<file path="config.mk">
export PLATFORM = sky130hd
export DESIGN_NAME = calc_req_arbiter
export DESIGN_NICKNAME = d
export VERILOG_FILES = /design/src/rtl/calc_req_arbiter.sv
export SDC_FILE = /design/constraint.sdc
export NUM_CORES = 2
export LEC_CHECK = 0
export BUFFER_PORTS_ARGS = -buffer_cell sky130_fd_sc_hd__buf_2
export CORE_MARGIN = 3
export CORE_UTILIZATION = 45
export DETAILED_ROUTE_END_ITERATION = 7
export GPL_ROUTABILITY_DRIVEN = 1
export HOLD_SLACK_MARGIN = 0.06
export SLEW_MARGIN = 20
export SYNTH_ARGS = -nofsm -noshare
export SYNTH_HDL_FRONTEND = slang
export SYNTH_SLANG_ARGS = --single-unit
</file>
<file path="constraint.sdc">
create_clock -name clk -period 8.86 [get_ports clk]
set_input_delay 0.443 -clock clk [delete_from_list [all_inputs] [get_ports clk]]
set_output_delay 0.443 -clock clk [all_outputs]
set_load 0.01 [all_outputs]
</file>
<file path="src/rtl/calc_req_arbiter.sv">
// calc_req_arbiter
//   Multi-port request front-end for the calculator datapath. Each port sends a
//   two-beat request: command, tag and operand 1 in the first beat, operand 2
//   in the second. A finished request goes into that port's FIFO, or is rejected
//   when the FIFO is full. A round-robin arbiter then moves FIFO heads into a
//   single output register that drives the engine valid/ready handshake.
//
// Ports
//   clk, reset        clock (rising edge); asynchronous active-high reset
//   req_cmd_in        per-port command; cmd == 0 means no request
//   req_data_in       per-port operand (op1 in beat 1, op2 in beat 2)
//   req_tag_in        per-port tag, sampled in beat 1
//   rej_resp/rej_tag  per-port overflow response (2'b10), one cycle after the drop
//   eng_*             granted request toward the engine, with originating port
//   fifo_level        per-port registered FIFO occupancy
module calc_req_arbiter #(
   parameter int unsigned NUM_PORTS  = 4,
   parameter int unsigned CMD_W      = 4,
   parameter int unsigned DATA_W     = 32,
   parameter int unsigned TAG_W      = 2,
   parameter int unsigned FIFO_DEPTH = 4,
   localparam int unsigned PortW     = (NUM_PORTS > 1) ? $clog2(NUM_PORTS) : 1,
   localparam int unsigned LvlW      = $clog2(FIFO_DEPTH) + 1
) (
   input  logic                        clk,
   input  logic                        reset,
   input  logic [NUM_PORTS*CMD_W-1:0]  req_cmd_in,
   input  logic [NUM_PORTS*DATA_W-1:0] req_data_in,
   input  logic [NUM_PORTS*TAG_W-1:0]  req_tag_in,
   output logic [NUM_PORTS*2-1:0]      rej_resp,
   output logic [NUM_PORTS*TAG_W-1:0]  rej_tag,
   output logic                        eng_valid,
   input  logic                        eng_ready,
   output logic [CMD_W-1:0]            eng_cmd,
   output logic [DATA_W-1:0]           eng_op1,
   output logic [DATA_W-1:0]           eng_op2,
   output logic [TAG_W-1:0]            eng_tag,
   output logic [PortW-1:0]            eng_port,
   output logic [NUM_PORTS*LvlW-1:0]   fifo_level
);

   localparam int unsigned AddrW = $clog2(FIFO_DEPTH);

   typedef enum logic {StIdle, StOp2} cap_st_e;

   // Capture stage
   cap_st_e           st_q      [NUM_PORTS];
   logic [CMD_W-1:0]  cap_cmd_q [NUM_PORTS];
   logic [DATA_W-1:0] cap_op1_q [NUM_PORTS];
   logic [TAG_W-1:0]  cap_tag_q [NUM_PORTS];

   // Per-port FIFOs
   logic [CMD_W-1:0]  mem_cmd_q [NUM_PORTS][FIFO_DEPTH];
   logic [DATA_W-1:0] mem_op1_q [NUM_PORTS][FIFO_DEPTH];
   logic [DATA_W-1:0] mem_op2_q [NUM_PORTS][FIFO_DEPTH];
   logic [TAG_W-1:0]  mem_tag_q [NUM_PORTS][FIFO_DEPTH];
   logic [AddrW-1:0]  wr_ptr_q  [NUM_PORTS];
   logic [AddrW-1:0]  rd_ptr_q  [NUM_PORTS];
   logic [LvlW-1:0]   level_q   [NUM_PORTS];

   logic [1:0]        rej_resp_q [NUM_PORTS];
   logic [TAG_W-1:0]  rej_tag_q  [NUM_PORTS];

   // Arbiter and output register
   logic [PortW-1:0]  rr_q, rr_d, win, idx;
   logic              found, load;
   logic [NUM_PORTS-1:0] push, push_ok, pop;

   logic              eng_valid_q;
   logic [CMD_W-1:0]  eng_cmd_q;
   logic [DATA_W-1:0] eng_op1_q, eng_op2_q;
   logic [TAG_W-1:0]  eng_tag_q;
   logic [PortW-1:0]  eng_port_q;

   always_comb begin
      push    = '0;
      push_ok = '0;
      pop     = '0;
      found   = 1'b0;
      win     = '0;
      idx     = '0;
      for (int unsigned p = 0; p < NUM_PORTS; p++) begin
         push[p] = (st_q[p] == StOp2);
         // Registered level decides fullness; a same-edge pop does not free a slot.
         push_ok[p] = push[p] && (level_q[p] != LvlW'(FIFO_DEPTH));
      end
      // First non-empty FIFO at or after the round-robin pointer.
      for (int unsigned i = 0; i < NUM_PORTS; i++) begin
         idx = PortW'((32'(rr_q) + i) % NUM_PORTS);
         if (!found && (level_q[idx] != '0)) begin
            found = 1'b1;
            win   = idx;
         end
      end
      load = !eng_valid_q || eng_ready;
      rr_d = rr_q;
      if (load && found) begin
         pop[win] = 1'b1;
         rr_d     = PortW'((32'(win) + 32'd1) % NUM_PORTS);
      end
   end

   always_ff @(posedge clk or posedge reset) begin
      if (reset) begin
         rr_q        <= '0;
         eng_valid_q <= 1'b0;
         eng_cmd_q   <= '0;
         eng_op1_q   <= '0;
         eng_op2_q   <= '0;
         eng_tag_q   <= '0;
         eng_port_q  <= '0;
         for (int unsigned p = 0; p < NUM_PORTS; p++) begin
            st_q[p]       <= StIdle;
            cap_cmd_q[p]  <= '0;
            cap_op1_q[p]  <= '0;
            cap_tag_q[p]  <= '0;
            wr_ptr_q[p]   <= '0;
            rd_ptr_q[p]   <= '0;
            level_q[p]    <= '0;
            rej_resp_q[p] <= 2'b00;
            rej_tag_q[p]  <= '0;
         end
      end else begin
         rr_q <= rr_d;
         if (load) begin
            eng_valid_q <= found;
            if (found) begin
               eng_cmd_q  <= mem_cmd_q[win][rd_ptr_q[win]];
               eng_op1_q  <= mem_op1_q[win][rd_ptr_q[win]];
               eng_op2_q  <= mem_op2_q[win][rd_ptr_q[win]];
               eng_tag_q  <= mem_tag_q[win][rd_ptr_q[win]];
               eng_port_q <= win;
            end
         end
         for (int unsigned p = 0; p < NUM_PORTS; p++) begin
            case (st_q[p])
               StIdle: begin
                  if (req_cmd_in[p*CMD_W +: CMD_W] != '0) begin
                     cap_cmd_q[p] <= req_cmd_in[p*CMD_W +: CMD_W];
                     cap_op1_q[p] <= req_data_in[p*DATA_W +: DATA_W];
                     cap_tag_q[p] <= req_tag_in[p*TAG_W +: TAG_W];
                     st_q[p]      <= StOp2;
                  end
               end
               // cmd is ignored in the operand-2 beat.
               StOp2:   st_q[p] <= StIdle;
               default: st_q[p] <= StIdle;
            endcase
            if (push_ok[p]) wr_ptr_q[p] <= wr_ptr_q[p] + 1'b1;
            if (pop[p])     rd_ptr_q[p] <= rd_ptr_q[p] + 1'b1;
            level_q[p]    <= level_q[p] + LvlW'(push_ok[p]) - LvlW'(pop[p]);
            rej_resp_q[p] <= (push[p] && !push_ok[p]) ? 2'b10 : 2'b00;
            rej_tag_q[p]  <= (push[p] && !push_ok[p]) ? cap_tag_q[p] : '0;
         end
      end
   end

   // FIFO storage needs no reset; pointers and levels define validity.
   always_ff @(posedge clk) begin
      for (int unsigned p = 0; p < NUM_PORTS; p++) begin
         if (push_ok[p]) begin
            mem_cmd_q[p][wr_ptr_q[p]] <= cap_cmd_q[p];
            mem_op1_q[p][wr_ptr_q[p]] <= cap_op1_q[p];
            mem_op2_q[p][wr_ptr_q[p]] <= req_data_in[p*DATA_W +: DATA_W];
            mem_tag_q[p][wr_ptr_q[p]] <= cap_tag_q[p];
         end
      end
   end

   always_comb begin
      rej_resp   = '0;
      rej_tag    = '0;
      fifo_level = '0;
      for (int unsigned p = 0; p < NUM_PORTS; p++) begin
         rej_resp[p*2 +: 2]        = rej_resp_q[p];
         rej_tag[p*TAG_W +: TAG_W] = rej_tag_q[p];
         fifo_level[p*LvlW +: LvlW] = level_q[p];
      end
   end

   assign eng_valid = eng_valid_q;
   assign eng_cmd   = eng_cmd_q;
   assign eng_op1   = eng_op1_q;
   assign eng_op2   = eng_op2_q;
   assign eng_tag   = eng_tag_q;
   assign eng_port  = eng_port_q;

endmodule

</file>
==> results.ini <==
[outcome]
status = finished, final reports clean

[min_path]
holdPathStages = 3
hold_path.startpoint = eng_ready
hold-path-endpoint = eng_valid
hold_class = in2reg

[pwr]
leakage_uw = 0.02438
totalPowerFinal_uw = 28160
p_per_area_mw_per_mm2 = 436.5
vdd_drop_max_v = 0.0004337

[job]
max_cap_viol_count = 0

[cells_and_area]
mostFrequentLayoutCells = 1120 x edfxtp_1, 362 x nand2_1, 281 x a21oi_1, 271 x dfrtp_1, 251 x buf_2
nets = 4156
final_common_cell = edfxtp_1
syn_to_final_growth_pct = 16.10
layout-drive-gt1-share_pct = 17.24

[synth]
synth_mux_area_share_pct = 5.522
yosys.area_share.simple_pct = 3.867
ys.flop_type = edfxtp_1
synth_compound_area_share_pct = 14.17
yosysWarningCount = 0
postSynthCellCount = 3654
async_flop_share_pct = 19.48
ys_seq_area_share_pct = 72.75
ys_ff_latch = 1391
syn_area_per_cell_um2 = 15.20
synthXorXnorAreaFrac_pct = 0.3153
synth-edff-count = 1120
synth_top_family_by_area = compound AO/OA/AOI/OAI gates
synthDistinctLibCells = 42
synthAdderAreaFrac_pct = 0.7748
synthesis.area_mm2 = 0.05555

[floorplan]
die_w_um = 357.4
ioPinCount = 256
rows = 128
die-area_mm2 = 0.1277
die_h_um = 357.4
core_area_mm2 = 0.1222
start_util_pct = 45.46

[clock_network]
tritoncts = yes
clockRootBuffer = clkbuf_16
cts-resized-gates = 0
clk_latency_ns = 0.76
clk_pin_slew_ns = 0.06
postCtsHoldBufs = 153
cts_max_level = 4
cts_buffer_depth = 3
numCtsBuffers = 147
clock-sinks = 1391
post_cts_buffers = 0

[sta]
clock_skew_ns = 0.02535
tightest_slew_ns = 1.162
maxSlewHeadroom_pct = 21.79
fmax_ghz = 0.1662
hold_violations = 0
report.final.slew_viol_count = 0
setup_viol = 0
fin_crit_sh_pct = 67.92
min_period_ns = 6.018
rsz0062_at_grt = false
setup_tns_ns = 0

[placed_design]
dp.final_hpwl_um = 90410
globalplace.congestion = 0.7962
port_buffers = 251

[routing]
firstDrtPassIters = 6
routed_wl_um = 174300
routedWlPerCell_um = 30.46
vias = 35290
drt_iter0_markers = 3812
remaining_drc_errors = 0
antenna_left = 0
vias_per_cell = 6.167

[setup_path]
setup.worst_path.class = reg2reg
worstPathMaxFanout = 80
arrival_ns = 6.60
required_ns = 9.44
r2r_end = eng_op1[17]
rr_worst_depth = 11
startpoint_type = flip-flop
crit_path_end_kind = flip-flop
r2r_start = fifo_level[2]
r2r_slack_ns = 2.84

[grt]
antenna_found_initial = 4
grt.total_usage_pct = 27.02
grt_max_degree = 129
grt_first_pass_wirelength_um = 249900
overflow = 0
grt_pass1_vias = 35140

metal layers:
layer | vias to the layer above | wire [µm] | track usage (%)
met5 | - | 16 | 0
met4 | 4 | 5867 | 9.183
met3 | 346 | 12520 | 4.054
met2 | 1648 | 85870 | 45.41
met1 | 18340 | 70000 | 36.06
li1 | 14950 | - | -
registers in the layout, summed over array words and instances, names as in the netlist:
register and cells:
mem_cmd_q 64, mem_op2_q 512, push 4, cap_cmd_q 16, eng_valid 1, wr_ptr_q 8
mem_tag_q 32, rd_ptr_q 8, rej_resp 4, eng_op2 32, eng_cmd 4, cap_op1_q 128
eng_port 2, rej_tag 8, cap_tag_q 8, mem_op1_q 512, eng_op1 32, fifo_level 12
eng_tag 2, rr_q 2
layout make-up:
cell class / count / area, µm²
multi-input cells: 1923 / 13850
repair buffers: 470 / 3316
clock inverters: 51 / 584.3
inverters: 36 / 157.7
well taps: 1625 / 2033
fillers: 10050 / 57700
flip-flops and latches: 1391 / 40410
diodes: 3 / 7.507
clock buffers: 223 / 4135
Yosys cell counts (15+ instances only):
cell type	count	area [µm²]
buf_2	49	245.2
mux2i_1	140	1401
ha_1	28	350.3
and2_1	28	175.2
a211oi_1	210	1577
buf_4	25	187.7
o211ai_1	78	585.6
dfrtp_1	271	6782
xnor2_1	16	140.1
a22oi_1	140	1051
a21oi_1	282	1411
o21ai_1	70	350.3
inv_1	34	127.6
clkbuf_1	222	833.3
mux2_2	148	1667
o211a_1	212	2122
a221oi_1	70	613.1
nor4_1	74	462.9
o21ai_0	15	75.07
edfxtp_1	1120	33630
nand2_1	362	1359
worst max-delay path by stage:
stage	end	start	slack (ns)	depth (start not counted)
floorplan	cap_cmd_q[0]	reset	0.95	1
global placement	eng_op2[24]	fifo_level[2]	3.08	11
detailed placement	eng_op1[15]	fifo_level[2]	2.99	12
CTS	eng_op1[15]	fifo_level[2]	2.96	12
global route	eng_op2[10]	fifo_level[2]	2.69	12
finish	eng_op1[17]	fifo_level[2]	2.84	11
power by group:
part	switching (µW)	leakage (µW)	internal [µW]	total, µW
Sequential	779	0.0135	9070	9850
Clock	2590	0.00231	3460	6050
Combinational	8380	0.00860	3870	12300
Total	11800	0.0244	16400	28200
stage by stage:
step           std cells  setup slack [ns]  util, %  hold WS [ns]  cell area, µm²
2_1_floorplan       3657            0.9500        -        0.4448           55570
3_3_place_gp        5291             3.083    47.64        0.4629           58210
3_5_place_dp        5291             2.989    47.64        0.4663           58210
4_1_cts             5718             2.955    52.76       0.09719           64470
5_1_grt             5720             2.694    52.78        0.1512           64500
6_report            5722             2.842    52.78        0.1396           64500
critical path, stage by stage (launching register included):
cell and delay (ns):
dfrtp_1 0.43, or3_1 0.50, a211oi_4 0.28, buf_4 0.88, o21a_4 0.30, buf_4 0.57
buf_4 0.69, o211a_4 0.84, buf_4 0.78, nor4_1 0.16, o21ai_1 0.17, o211ai_1 0.11
cell families after synthesis:
group           count (synthesis)
flops                        1391
compound gates               1087
simple gates                  492
buf+inv                       343
mux                           288
fa+ha+maj                      32
xor+xnor                       20
other cells                     1
Note: power is estimated with default switching activity, not from simulation.
